[config.mk]
export PLATFORM = sky130hd
export DESIGN_NAME = spr_access_ctrl_flat
export DESIGN_NICKNAME = d
export VERILOG_FILES = /design/src/rtl/spr_access_ctrl_pkg.sv /design/src/rtl/spr_access_ctrl_if.sv /design/src/rtl/spr_access_ctrl_rr_arb2.sv /design/src/rtl/spr_access_ctrl.sv /design/src/flat_wrapper.sv
export SDC_FILE = /design/constraint.sdc
export NUM_CORES = 1
export LEC_CHECK = 0
export CAP_MARGIN = 10
export CORE_ASPECT_RATIO = 0.6
export CORE_MARGIN = 5
export CORE_UTILIZATION = 25
export DETAILED_ROUTE_END_ITERATION = 12
export GPL_TIMING_DRIVEN = 0
export PLACE_DENSITY = 0.79
export REMOVE_ABC_BUFFERS = 1
export SLEW_MARGIN = 25
export SYNTH_ARGS = -nofsm -noshare
export SYNTH_HDL_FRONTEND = slang
export SYNTH_HIERARCHICAL = 1
export SYNTH_SLANG_ARGS = --single-unit
[constraint.sdc]
create_clock -name clk -period 5.4 [get_ports clk]
set_clock_uncertainty 0.2 [all_clocks]
set_input_delay 1.62 -clock clk [delete_from_list [all_inputs] [get_ports clk]]
set_output_delay 1.62 -clock clk [all_outputs]
set_load 0.01 [all_outputs]
[src/rtl/spr_access_ctrl_pkg.sv]
// rtl/spr_access_ctrl_pkg.sv - SPRN constants, sequencer state encoding and SPRN legality helper
package spr_access_ctrl_pkg;

    localparam int unsigned SPRN_XER  = 1;
    localparam int unsigned SPRN_LR   = 8;
    localparam int unsigned SPRN_CTR  = 9;
    localparam int unsigned SPRN_SRR0 = 26;
    localparam int unsigned SPRN_SRR1 = 27;

    typedef enum logic [1:0] {
        ST_IDLE   = 2'd0,
        ST_EXC_S1 = 2'd1,
        ST_CTR_WB = 2'd2
    } spr_state_e;

    function automatic logic sprn_known(input int unsigned sprn);
        return (sprn == SPRN_XER) || (sprn == SPRN_LR) || (sprn == SPRN_CTR) ||
               (sprn == SPRN_SRR0) || (sprn == SPRN_SRR1);
    endfunction

endpackage

[src/rtl/spr_access_ctrl_if.sv]
// rtl/spr_access_ctrl_if.sv - requester and SPR-file signals of spr_access_ctrl (SPR_ILLEGAL_CHK_EN adds spr_illegal)
interface spr_access_ctrl_if #(
    parameter int DW = 32,
    parameter int AW = 10
);
    logic          exc_req;
    logic [DW-1:0] exc_pc;
    logic [DW-1:0] exc_msr;
    logic          exc_done;
    logic          br_ctr_dec;
    logic          br_done;
    logic          br_ctr_zero;
    logic          br_lr_wr;
    logic [DW-1:0] br_lr_val;
    logic          mt_req;
    logic [AW-1:0] mt_sprn;
    logic [DW-1:0] mt_data;
    logic          mt_gnt;
    logic          mf_req;
    logic [AW-1:0] mf_sprn;
    logic          mf_gnt;
    logic [DW-1:0] mf_data;
    logic          spr_wr;
    logic [AW-1:0] spr_waddr;
    logic [DW-1:0] spr_wd;
    logic          lr_wr;
    logic [DW-1:0] lr_wd;
    logic [AW-1:0] spr_raddr;
    logic [DW-1:0] spr_rd;
`ifdef SPR_ILLEGAL_CHK_EN
    logic          spr_illegal;
`endif

    modport master (
        output exc_req, exc_pc, exc_msr, br_ctr_dec, br_lr_wr, br_lr_val,
               mt_req, mt_sprn, mt_data, mf_req, mf_sprn, spr_rd,
        input  exc_done, br_done, br_ctr_zero, mt_gnt, mf_gnt, mf_data,
               spr_wr, spr_waddr, spr_wd, lr_wr, lr_wd, spr_raddr
`ifdef SPR_ILLEGAL_CHK_EN
        , input spr_illegal
`endif
    );

    modport slave (
        input  exc_req, exc_pc, exc_msr, br_ctr_dec, br_lr_wr, br_lr_val,
               mt_req, mt_sprn, mt_data, mf_req, mf_sprn, spr_rd,
        output exc_done, br_done, br_ctr_zero, mt_gnt, mf_gnt, mf_data,
               spr_wr, spr_waddr, spr_wd, lr_wr, lr_wd, spr_raddr
`ifdef SPR_ILLEGAL_CHK_EN
        , output spr_illegal
`endif
    );

endinterface

[src/rtl/spr_access_ctrl_rr_arb2.sv]
// rtl/spr_access_ctrl_rr_arb2.sv - two-way round-robin arbiter, the requester not granted last wins
module spr_rr_arb2 (
    input  logic clk,
    input  logic rst_n,
    input  logic req_a,
    input  logic req_b,
    output logic gnt_a,
    output logic gnt_b
);
    logic rr_last;  // 1: a was granted last, 0: b was (or nothing yet)

    assign gnt_a = req_a && (!req_b || !rr_last);
    assign gnt_b = req_b && !gnt_a;

    always_ff @(posedge clk or negedge rst_n) begin
        if (!rst_n) begin
            rr_last <= 1'b0;
        end else if (gnt_a) begin
            rr_last <= 1'b1;
        end else if (gnt_b) begin
            rr_last <= 1'b0;
        end
    end

endmodule

[src/rtl/spr_access_ctrl.sv]
// rtl/spr_access_ctrl.sv - SPR port sequencer/arbiter; SPR_ILLEGAL_CHK_EN adds the spr_illegal output
module spr_access_ctrl
    import spr_access_ctrl_pkg::*;
#(
    parameter int DW = 32,
    parameter int AW = 10
) (
    input  logic             clk,
    input  logic             rst_n,
    spr_access_ctrl_if.slave bus
);
    localparam logic [AW-1:0] A_LR   = AW'(SPRN_LR);
    localparam logic [AW-1:0] A_CTR  = AW'(SPRN_CTR);
    localparam logic [AW-1:0] A_SRR0 = AW'(SPRN_SRR0);
    localparam logic [AW-1:0] A_SRR1 = AW'(SPRN_SRR1);

    spr_state_e    state, state_nxt;
    logic [DW-1:0] ctr_q;
    logic          arb_en, mt_req_v, mf_req_v, mt_gnt, mf_gnt, mt_bad, mf_bad;

    // An LR update on the dedicated port owns LR this cycle; pipeline LR accesses wait.
    assign arb_en   = (state == ST_IDLE) && !bus.exc_req && !bus.br_ctr_dec;
    assign mt_req_v = arb_en && bus.mt_req && !(bus.br_lr_wr && (bus.mt_sprn == A_LR));
    assign mf_req_v = arb_en && bus.mf_req && !(bus.br_lr_wr && (bus.mf_sprn == A_LR));

    spr_rr_arb2 u_arb (
        .clk   (clk),
        .rst_n (rst_n),
        .req_a (mt_req_v),
        .req_b (mf_req_v),
        .gnt_a (mt_gnt),
        .gnt_b (mf_gnt)
    );

`ifdef SPR_ILLEGAL_CHK_EN
    assign mt_bad          = !sprn_known(32'(bus.mt_sprn));
    assign mf_bad          = !sprn_known(32'(bus.mf_sprn));
    assign bus.spr_illegal = (mt_gnt && mt_bad) || (mf_gnt && mf_bad);
`else
    assign mt_bad = 1'b0;
    assign mf_bad = 1'b0;
`endif

    assign bus.mt_gnt = mt_gnt;
    assign bus.mf_gnt = mf_gnt;
    assign bus.lr_wr  = bus.br_lr_wr;
    assign bus.lr_wd  = bus.br_lr_wr ? bus.br_lr_val : '0;

    always_ff @(posedge clk or negedge rst_n) begin
        if (!rst_n) begin
            state <= ST_IDLE;
        end else begin
            state <= state_nxt;
        end
    end

    always_ff @(posedge clk or negedge rst_n) begin
        if (!rst_n) begin
            ctr_q <= '0;
        end else if ((state == ST_IDLE) && !bus.exc_req && bus.br_ctr_dec) begin
            ctr_q <= bus.spr_rd;
        end
    end

    always_comb begin
        state_nxt = state;
        case (state)
            ST_IDLE: begin
                if (bus.exc_req) begin
                    state_nxt = ST_EXC_S1;
                end else if (bus.br_ctr_dec) begin
                    state_nxt = ST_CTR_WB;
                end
            end
            default: state_nxt = ST_IDLE;
        endcase
    end

    always_comb begin
        bus.exc_done    = 1'b0;
        bus.br_done     = 1'b0;
        bus.br_ctr_zero = 1'b0;
        bus.mf_data     = '0;
        bus.spr_wr      = 1'b0;
        bus.spr_waddr   = '0;
        bus.spr_wd      = '0;
        bus.spr_raddr   = '0;
        case (state)
            ST_IDLE: begin
                if (bus.exc_req) begin
                    bus.spr_wr    = 1'b1;
                    bus.spr_waddr = A_SRR0;
                    bus.spr_wd    = bus.exc_pc;
                end else if (bus.br_ctr_dec) begin
                    bus.spr_raddr = A_CTR;
                end else if (mt_gnt) begin
                    if (!mt_bad) begin
                        bus.spr_wr    = 1'b1;
                        bus.spr_waddr = bus.mt_sprn;
                        bus.spr_wd    = bus.mt_data;
                    end
                end else if (mf_gnt) begin
                    bus.spr_raddr = bus.mf_sprn;
                    if (!mf_bad) begin
                        bus.mf_data = bus.spr_rd;
                    end
                end
            end
            ST_EXC_S1: begin
                bus.spr_wr    = 1'b1;
                bus.spr_waddr = A_SRR1;
                bus.spr_wd    = bus.exc_msr;
                bus.exc_done  = 1'b1;
            end
            ST_CTR_WB: begin
                bus.spr_wr      = 1'b1;
                bus.spr_waddr   = A_CTR;
                bus.spr_wd      = ctr_q - DW'(1);
                bus.br_done     = 1'b1;
                bus.br_ctr_zero = (ctr_q == DW'(1));
            end
            default: ;
        endcase
    end

endmodule
[src/flat_wrapper.sv]
// flat-port wrapper written by rule: the top's interface ports become plain ports
module spr_access_ctrl_flat import spr_access_ctrl_pkg::*;
#(
    parameter int DW = 32,
    parameter int AW = 10
)
  (clk, rst_n, bus_exc_req, bus_exc_pc, bus_exc_msr, bus_br_ctr_dec, bus_br_lr_wr, bus_br_lr_val, bus_mt_req, bus_mt_sprn, bus_mt_data, bus_mf_req, bus_mf_sprn, bus_spr_rd, bus_exc_done, bus_br_done, bus_br_ctr_zero, bus_mt_gnt, bus_mf_gnt, bus_mf_data, bus_spr_wr, bus_spr_waddr, bus_spr_wd, bus_lr_wr, bus_lr_wd, bus_spr_raddr);
  spr_access_ctrl_if #(.DW(DW), .AW(AW)) bus_i ();
  input  logic clk;
  input  logic rst_n;
  input wire logic [$bits(bus_i.exc_req)-1:0] bus_exc_req;
  input wire logic [$bits(bus_i.exc_pc)-1:0] bus_exc_pc;
  input wire logic [$bits(bus_i.exc_msr)-1:0] bus_exc_msr;
  input wire logic [$bits(bus_i.br_ctr_dec)-1:0] bus_br_ctr_dec;
  input wire logic [$bits(bus_i.br_lr_wr)-1:0] bus_br_lr_wr;
  input wire logic [$bits(bus_i.br_lr_val)-1:0] bus_br_lr_val;
  input wire logic [$bits(bus_i.mt_req)-1:0] bus_mt_req;
  input wire logic [$bits(bus_i.mt_sprn)-1:0] bus_mt_sprn;
  input wire logic [$bits(bus_i.mt_data)-1:0] bus_mt_data;
  input wire logic [$bits(bus_i.mf_req)-1:0] bus_mf_req;
  input wire logic [$bits(bus_i.mf_sprn)-1:0] bus_mf_sprn;
  input wire logic [$bits(bus_i.spr_rd)-1:0] bus_spr_rd;
  output wire logic [$bits(bus_i.exc_done)-1:0] bus_exc_done;
  output wire logic [$bits(bus_i.br_done)-1:0] bus_br_done;
  output wire logic [$bits(bus_i.br_ctr_zero)-1:0] bus_br_ctr_zero;
  output wire logic [$bits(bus_i.mt_gnt)-1:0] bus_mt_gnt;
  output wire logic [$bits(bus_i.mf_gnt)-1:0] bus_mf_gnt;
  output wire logic [$bits(bus_i.mf_data)-1:0] bus_mf_data;
  output wire logic [$bits(bus_i.spr_wr)-1:0] bus_spr_wr;
  output wire logic [$bits(bus_i.spr_waddr)-1:0] bus_spr_waddr;
  output wire logic [$bits(bus_i.spr_wd)-1:0] bus_spr_wd;
  output wire logic [$bits(bus_i.lr_wr)-1:0] bus_lr_wr;
  output wire logic [$bits(bus_i.lr_wd)-1:0] bus_lr_wd;
  output wire logic [$bits(bus_i.spr_raddr)-1:0] bus_spr_raddr;
  assign bus_i.exc_req = bus_exc_req;
  assign bus_i.exc_pc = bus_exc_pc;
  assign bus_i.exc_msr = bus_exc_msr;
  assign bus_i.br_ctr_dec = bus_br_ctr_dec;
  assign bus_i.br_lr_wr = bus_br_lr_wr;
  assign bus_i.br_lr_val = bus_br_lr_val;
  assign bus_i.mt_req = bus_mt_req;
  assign bus_i.mt_sprn = bus_mt_sprn;
  assign bus_i.mt_data = bus_mt_data;
  assign bus_i.mf_req = bus_mf_req;
  assign bus_i.mf_sprn = bus_mf_sprn;
  assign bus_i.spr_rd = bus_spr_rd;
  assign bus_exc_done = bus_i.exc_done;
  assign bus_br_done = bus_i.br_done;
  assign bus_br_ctr_zero = bus_i.br_ctr_zero;
  assign bus_mt_gnt = bus_i.mt_gnt;
  assign bus_mf_gnt = bus_i.mf_gnt;
  assign bus_mf_data = bus_i.mf_data;
  assign bus_spr_wr = bus_i.spr_wr;
  assign bus_spr_waddr = bus_i.spr_waddr;
  assign bus_spr_wd = bus_i.spr_wd;
  assign bus_lr_wr = bus_i.lr_wr;
  assign bus_lr_wd = bus_i.lr_wd;
  assign bus_spr_raddr = bus_i.spr_raddr;
  spr_access_ctrl #(.DW(DW), .AW(AW)) u_core (.clk(clk), .rst_n(rst_n), .bus(bus_i));
endmodule
==> Yosys cells after proc, flatten, opt, wreduce, memory -nomap -nowiden <==
Index checks and enable logic that the tools add are counted.
W data, S select, Z words.
{ "totals": {"regBits": 35, "input_bits": 187, "output_inout_bits": 123, "word_cells": 63} }
{ "op_classes": {"n_addsub": 1, "eq_ne": 6, "mux": 31, "reduce_logical": 22} }
{ "ops": {"columns": ["operator", "count"], "rows": [
  ["$mux W32", 9],
  ["$pmux W32 S3", 1],
  ["$mux W10", 8],
  ["$eq A32 B1 Y1 const B", 1],
  ["$sub A32 B1 Y32 const B", 1],
  ["$pmux W10 S3", 1],
  ["$eq A10 B4 Y1 const B", 2],
  ["$logic_and A1 B1 Y1", 11],
  ["$mux W1", 8],
  ["$logic_not A1 Y1", 7],
  ["$mux W2", 3],
  ["$ne A3 B3 Y1 const B", 1],
  ["$eq A2 B1 Y1 const B", 1],
  ["$eq A2 B2 Y1 const B", 1],
  ["$logic_not A2 Y1", 1],
  ["$pmux W1 S2", 1],
  ["$reduce_bool A2 Y1", 1],
  ["$reduce_or A2 Y1", 1],
  ["$logic_or A1 B1 Y1", 1]
]} }

==> Longest topological paths before layout <==
{ "depth": {"depth_word": 15, "mapped_depth": 14, "mapped_depth_nobuf": 12} }

==> Modules after synthesis <==
Netlist, hierarchy kept.
{ "modules_own_cells": {"columns": ["mod", "n_inst", "cells_per_inst", "area_per_inst_um2", "seq_area_each_um2"], "rows": [
  ["spr_access_ctrl", 1, 414, 3388.2, 850.8],
  ["spr_rr_arb2", 1, 6, 53.8, 25.0]
]} }

==> Worst setup path before layout <==
No wires, ideal clock.
{ "synth_timing": {"path_kind": "input-to-output", "start": "in bus_exc_req", "end": "out bus_spr_wd[14]", "t_arrival_ns": 4.110, "required_time_ns": 3.580, "slack_ns": -0.530, "cell_stages": 12, "path_buffers": 3, "path_cell_list": "nand2b_1 -> nor2_1 -> clkbuf_1 -> nand2_1 -> a31oi_1 -> a21boi_0 -> nor2b_1 -> nor2b_1 -> clkbuf_1 -> clkbuf_1 -> a222oi_1 -> o221ai_1"} }
{ "synth_between": {"elab_cells_between_ends": 14, "classes_between": "mux: 4; reduce/logical: 10"} }
{ "synth_lines": {"columns": ["element", "line_no", "rtl"], "rows": [
  ["from (decl)", "flat_wrapper.sv:11", "input wire logic [$bits(bus_i.exc_req)-1:0] bus_exc_req;"],
  ["$logic_not A1 Y1", "spr_access_ctrl.sv:22", "assign arb_en = (state == ST_IDLE) && !bus.exc_req && !bus.br_ctr_dec;"],
  ["$logic_and A1 B1 Y1 (2 in a row)", "spr_access_ctrl.sv:22", null],
  ["$logic_and A1 B1 Y1 (2 in a row)", "spr_access_ctrl.sv:23", "assign mt_req_v = arb_en && bus.mt_req && !(bus.br_lr_wr && (bus.mt_sprn == A_LR));"],
  ["net u_core.mt_req_v", "spr_access_ctrl.sv:19", "logic arb_en, mt_req_v, mf_req_v, mt_gnt, mf_gnt, mt_bad, mf_bad;"],
  ["$logic_and A1 B1 Y1", "spr_access_ctrl_rr_arb2.sv:12", "assign gnt_a = req_a && (!req_b || !rr_last);"],
  ["net bus_mt_gnt", "flat_wrapper.sv:26", "output wire logic [$bits(bus_i.mt_gnt)-1:0] bus_mt_gnt;"],
  ["$mux W32", "spr_access_ctrl.sv:96", "end else if (mt_gnt) begin"],
  ["$mux W32", "spr_access_ctrl.sv:94", "end else if (bus.br_ctr_dec) begin"],
  ["$mux W32", "spr_access_ctrl.sv:90", "if (bus.exc_req) begin"],
  ["$pmux W32 S3", "spr_access_ctrl.sv:88", "case (state)"],
  ["to (decl)", "flat_wrapper.sv:31", "output wire logic [$bits(bus_i.spr_wd)-1:0] bus_spr_wd;"]
]} }
The timed path passes the listed nets, and every way through them passes these cells.

==> Final worst setup path <==
{ "layout_timing": {"start": "in bus_mf_req", "end": "out bus_spr_wd[31]"} }
{ "layout_between": {"elab_chain_len": 9} }
{ "layout_rtl": {"columns": ["element", "line_no", "rtl"], "rows": [
  ["from (decl)", "flat_wrapper.sv:20", "input wire logic [$bits(bus_i.mf_req)-1:0] bus_mf_req;"],
  ["$logic_and A1 B1 Y1 (2 in a row)", "spr_access_ctrl.sv:24", "assign mf_req_v = arb_en && bus.mf_req && !(bus.br_lr_wr && (bus.mf_sprn == A_LR));"],
  ["net u_core.mf_req_v", "spr_access_ctrl.sv:19", null],
  ["$logic_not A1 Y1", "spr_access_ctrl_rr_arb2.sv:12", null],
  ["$logic_or A1 B1 Y1", "spr_access_ctrl_rr_arb2.sv:12", null],
  ["$logic_and A1 B1 Y1", "spr_access_ctrl_rr_arb2.sv:12", null],
  ["$mux W32", "spr_access_ctrl.sv:96", null],
  ["$mux W32", "spr_access_ctrl.sv:94", null],
  ["$mux W32", "spr_access_ctrl.sv:90", null],
  ["$pmux W32 S3", "spr_access_ctrl.sv:88", null]
]} }
The timed path passes the listed nets, and every way through them passes these cells.

==> impl_metrics.py <==
metrics = {
    "layout": {
        "final_cell_mix": "clkdlybuf4s50_1 (199), buf_2 (66), and3_1 (39), dfrtp_1 (35), and2_1 (34)",
        "final_core_util": 0.527,
        "drive_above_1_share": 0.277,
        "area_delta_synth_final_pct": 108,
        "design_area_mm2": 0.00715,
        "finalNonFillerCells": 909,
        "nets": 926,
        "insertedDiodeCount": 0,
        "fill_cells": 1295,
        "final_common_cell": "clkdlybuf4s50_1",
    },
    "timing": {
        "final_max_slew_viol_count": 0,
        "final_hold_viol_count": 0,
        "final-setup-viol-count": 29,
        "fin_setup_tns_ps": -5040,
        "layout_setup_ws_ps": -439,
        "fmaxAchievable_mhz": 171,
        "period_minus_slack_ps": 5840,
        "fin_crit_sh": 1.08,
        "maxSlewHeadroom": 0.393,
        "rsz0062_at_grt": "true",
        "tightest_slew_ps": 908,
    },
    "global_route": {
        "grt_use_total": 0.221,
        "antenna_found_initial": 0,
        "grt_max_degree": 36,
        "grt_pass1_wl_um": 28000,
        "grt-ovfl-total": 0,
        "grt_pass1_vias": 4648,
    },
    "yosys": {
        "synth_enable_flop_cells": 0,
        "synthAdderAreaFrac": 0.0218,
        "synth_area_mm2": 0.00344,
        "synthMuxAreaShare": 0.105,
        "ys_warn_count": 6,
        "avgSynthCellArea_um2": 8.20,
        "synth-xor-area-share": 0.0483,
        "yosys.area_share.simple": 0.322,
        "ys_seq_area_frac": 0.254,
        "syn_inst": 420,
        "synth_compound_gate_area_share": 0.194,
        "synth_top_family_by_area": "simple AND/OR/NAND/NOR gates",
        "synth_flop_cell": "dfrtp_1",
        "synth-seq-cells": 35,
        "synth.distinct_cells": 41,
        "async_flop_share": 1.00,
    },
    "setup_path": {
        "startpoint_type": "input pin",
        "path_class": "in -> out",
        "worst_path_largest_cell_delay_ps": 510,
        "crit_start": "bus_mf_req",
        "path_cells": "clkdlybuf4s50_1 -> nand2_4 -> a41oi_4 -> a21boi_4 -> nor2b_4 -> nor2b_4 -> buf_12 -> buf_12 -> buf_16 -> a222oi_1 -> nor2_1 -> a311o_1 -> buf_2",
        "path_delay_family": "buffers and inverters",
        "required_ps": 3580,
        "crit_slowest_cell": "clkdlybuf4s50_1",
        "path_buf_inv": 5,
        "critPathArrivalTime_ps": 4020,
        "endpoint_kind": "primary output",
        "worstReg2RegStart": "u_core/state[0]",
        "worstPathMaxFanout": 5,
    },
    "placement": {
        "gp_congestion": 0.780,
        "port-buffer-count": 309,
        "dp_slack_ps": -2090,
        "postPlaceCellArea_mm2": 0.00678,
        "hpwlAfterDp_um": 14300,
        "dp_cells": 872,
    },
    "clock_network": {
        "clkLatencyLatePin_ps": 270,
        "clockRootBuffer": "clkbuf_16",
        "clock_sinks": 35,
        "numCtsBuffers": 5,
        "ctsLongestPathBuffers": 2,
        "htreeDepth": 2,
        "cts_tree": "done",
        "path_clk_slew_ps": 50,
        "holdBufCountCts": 0,
    },
    "route": {
        "wl_per_cell_um": 21.2,
        "drt_pass1_iterations": 5,
        "drt_iter0_markers": 339,
        "drt_wl_total_um": 19300,
        "avgViaCountPerCell": 5.19,
        "ant_nets": 0,
        "routed-via-count": 4721,
        "drc": 0,
    },
    "pwr": {
        "vdd_ir_drop_max_v": 0.000118,
        "p_per_area_mw_per_mm2": 221,
        "cellLeakagePower_nw": 3.13,
    },
    "floorplanning": {
        "dieWidth_um": 161,
        "coreArea_mm2": 0.0136,
        "rows": 33,
        "chipHeight_um": 101,
        "initial_core_util": 0.253,
        "die_area_mm2": 0.0163,
        "io_pins": 310,
    },
    "status": {
        "violations": "negative setup slack",
        "status": "complete, but fails checks",
    },
    "hold_path": {
        "min_path_type": "reg -> reg",
        "hp-start": "u_core/state[1]",
    },
    "run": {
        "max_cap_viol_count": 0,
    },
}
## worst paths after layout
check                           slack (ps)  cells past startpoint               end
worst max-delay path                  -440                     13    bus_spr_wd[31]
worst min-delay path                   350                      2   u_core/state[1]
worst max register to register        3240                      5  u_core/ctr_q[24]
worst min register to register         350                      2   u_core/state[1]
max in group asynchronous             3430                      2   u_core/state[0]
min in group asynchronous             1090                      1  u_core/ctr_q[18]
## sequential cells by signal, indices dropped and copies added, names as in the netlist
register and count:
u_core/state 2, u_core/ctr_q 32, u_core/u_arb/rr_last 1
## per-stage QoR
step                power [W]  hold WS, ps
finish                0.00158          353
global route          0.00167          384
CTS                   0.00158          355
detailed placement    0.00130          343
global placement      0.00127          331
floorplan            0.000825          304
## area by class of cell
| cell class | count | area, um^2 | share of cell area |
|---|---|---|---|
| inverters | 8 | 30.0 | 0.00420 |
| flip-flops and latches | 35 | 876 | 0.122 |
| multi-input cells | 338 | 2620 | 0.366 |
| well taps | 175 | 219 | 0.0306 |
| clock inverters | 2 | 16.3 | 0.00227 |
| repair buffers | 345 | 3250 | 0.455 |
| clock buffers | 6 | 139 | 0.0194 |
## worst reg2reg max path: stages, from the launching register on
cell	delay (ps)
dfrtp_1	420
inv_1	100
ha_1	280
nand3b_1	430
buf_6	250
mux2_2	360
## routing by layer
| layer | global-route usage | wire length, um | up-vias |
|---|---|---|---|
| li1 | - | - | 2222 |
| met1 | 0.305 | 8620 | 2272 |
| met2 | 0.363 | 8890 | 223 |
| met3 | 0.0560 | 1680 | 4 |
| met4 | 0.0256 | 60 | 0 |
| met5 | 0 | 0 | - |
## Yosys cell counts, types with 4 or more instances
cell type / number / area share
a21oi_1: 21 / 0.031
xor2_1: 6 / 0.015
dfrtp_1: 35 / 0.25
nand2_1: 29 / 0.032
nor4_1: 8 / 0.015
inv_1: 8 / 0.0087
nor2b_1: 5 / 0.0091
clkbuf_1: 32 / 0.035
and2_1: 40 / 0.073
o21ai_0: 7 / 0.010
nand3_1: 5 / 0.0073
ha_1: 6 / 0.022
nor2_1: 23 / 0.025
or3_1: 4 / 0.0073
nand2b_1: 5 / 0.0091
o22ai_1: 11 / 0.020
xnor2_1: 13 / 0.033
a222oi_1: 32 / 0.093
mux2_2: 32 / 0.10
and3_1: 41 / 0.075
nor3_1: 18 / 0.026
## kinds of logic after synthesis
| kind of cell | count (synthesis) |
|---|---|
| AND/OR/NAND/NOR | 193 |
| AO/OA/AOI/OAI | 88 |
| buffers and inverters | 47 |
| flip-flops | 35 |
| multiplexers | 32 |
| XOR/XNOR | 19 |
| adder cells (fa/ha/maj) | 6 |
## power breakdown
part	internal, W	switching (W)
Sequential	0.000349	0.000119
Clock	0.000184	0.000113
Combinational	0.000444	0.000371
Total	0.000977	0.000602
## what timing repair did
item | CTS | global route
gates resized for setup | 349 | 103
setup buffers | 23 | 6
gates cloned | 4 | 2
setup endpoints to repair | 87 | 85
pin swaps | 52 | 41
Note: power is estimated with default switching activity, not from simulation.
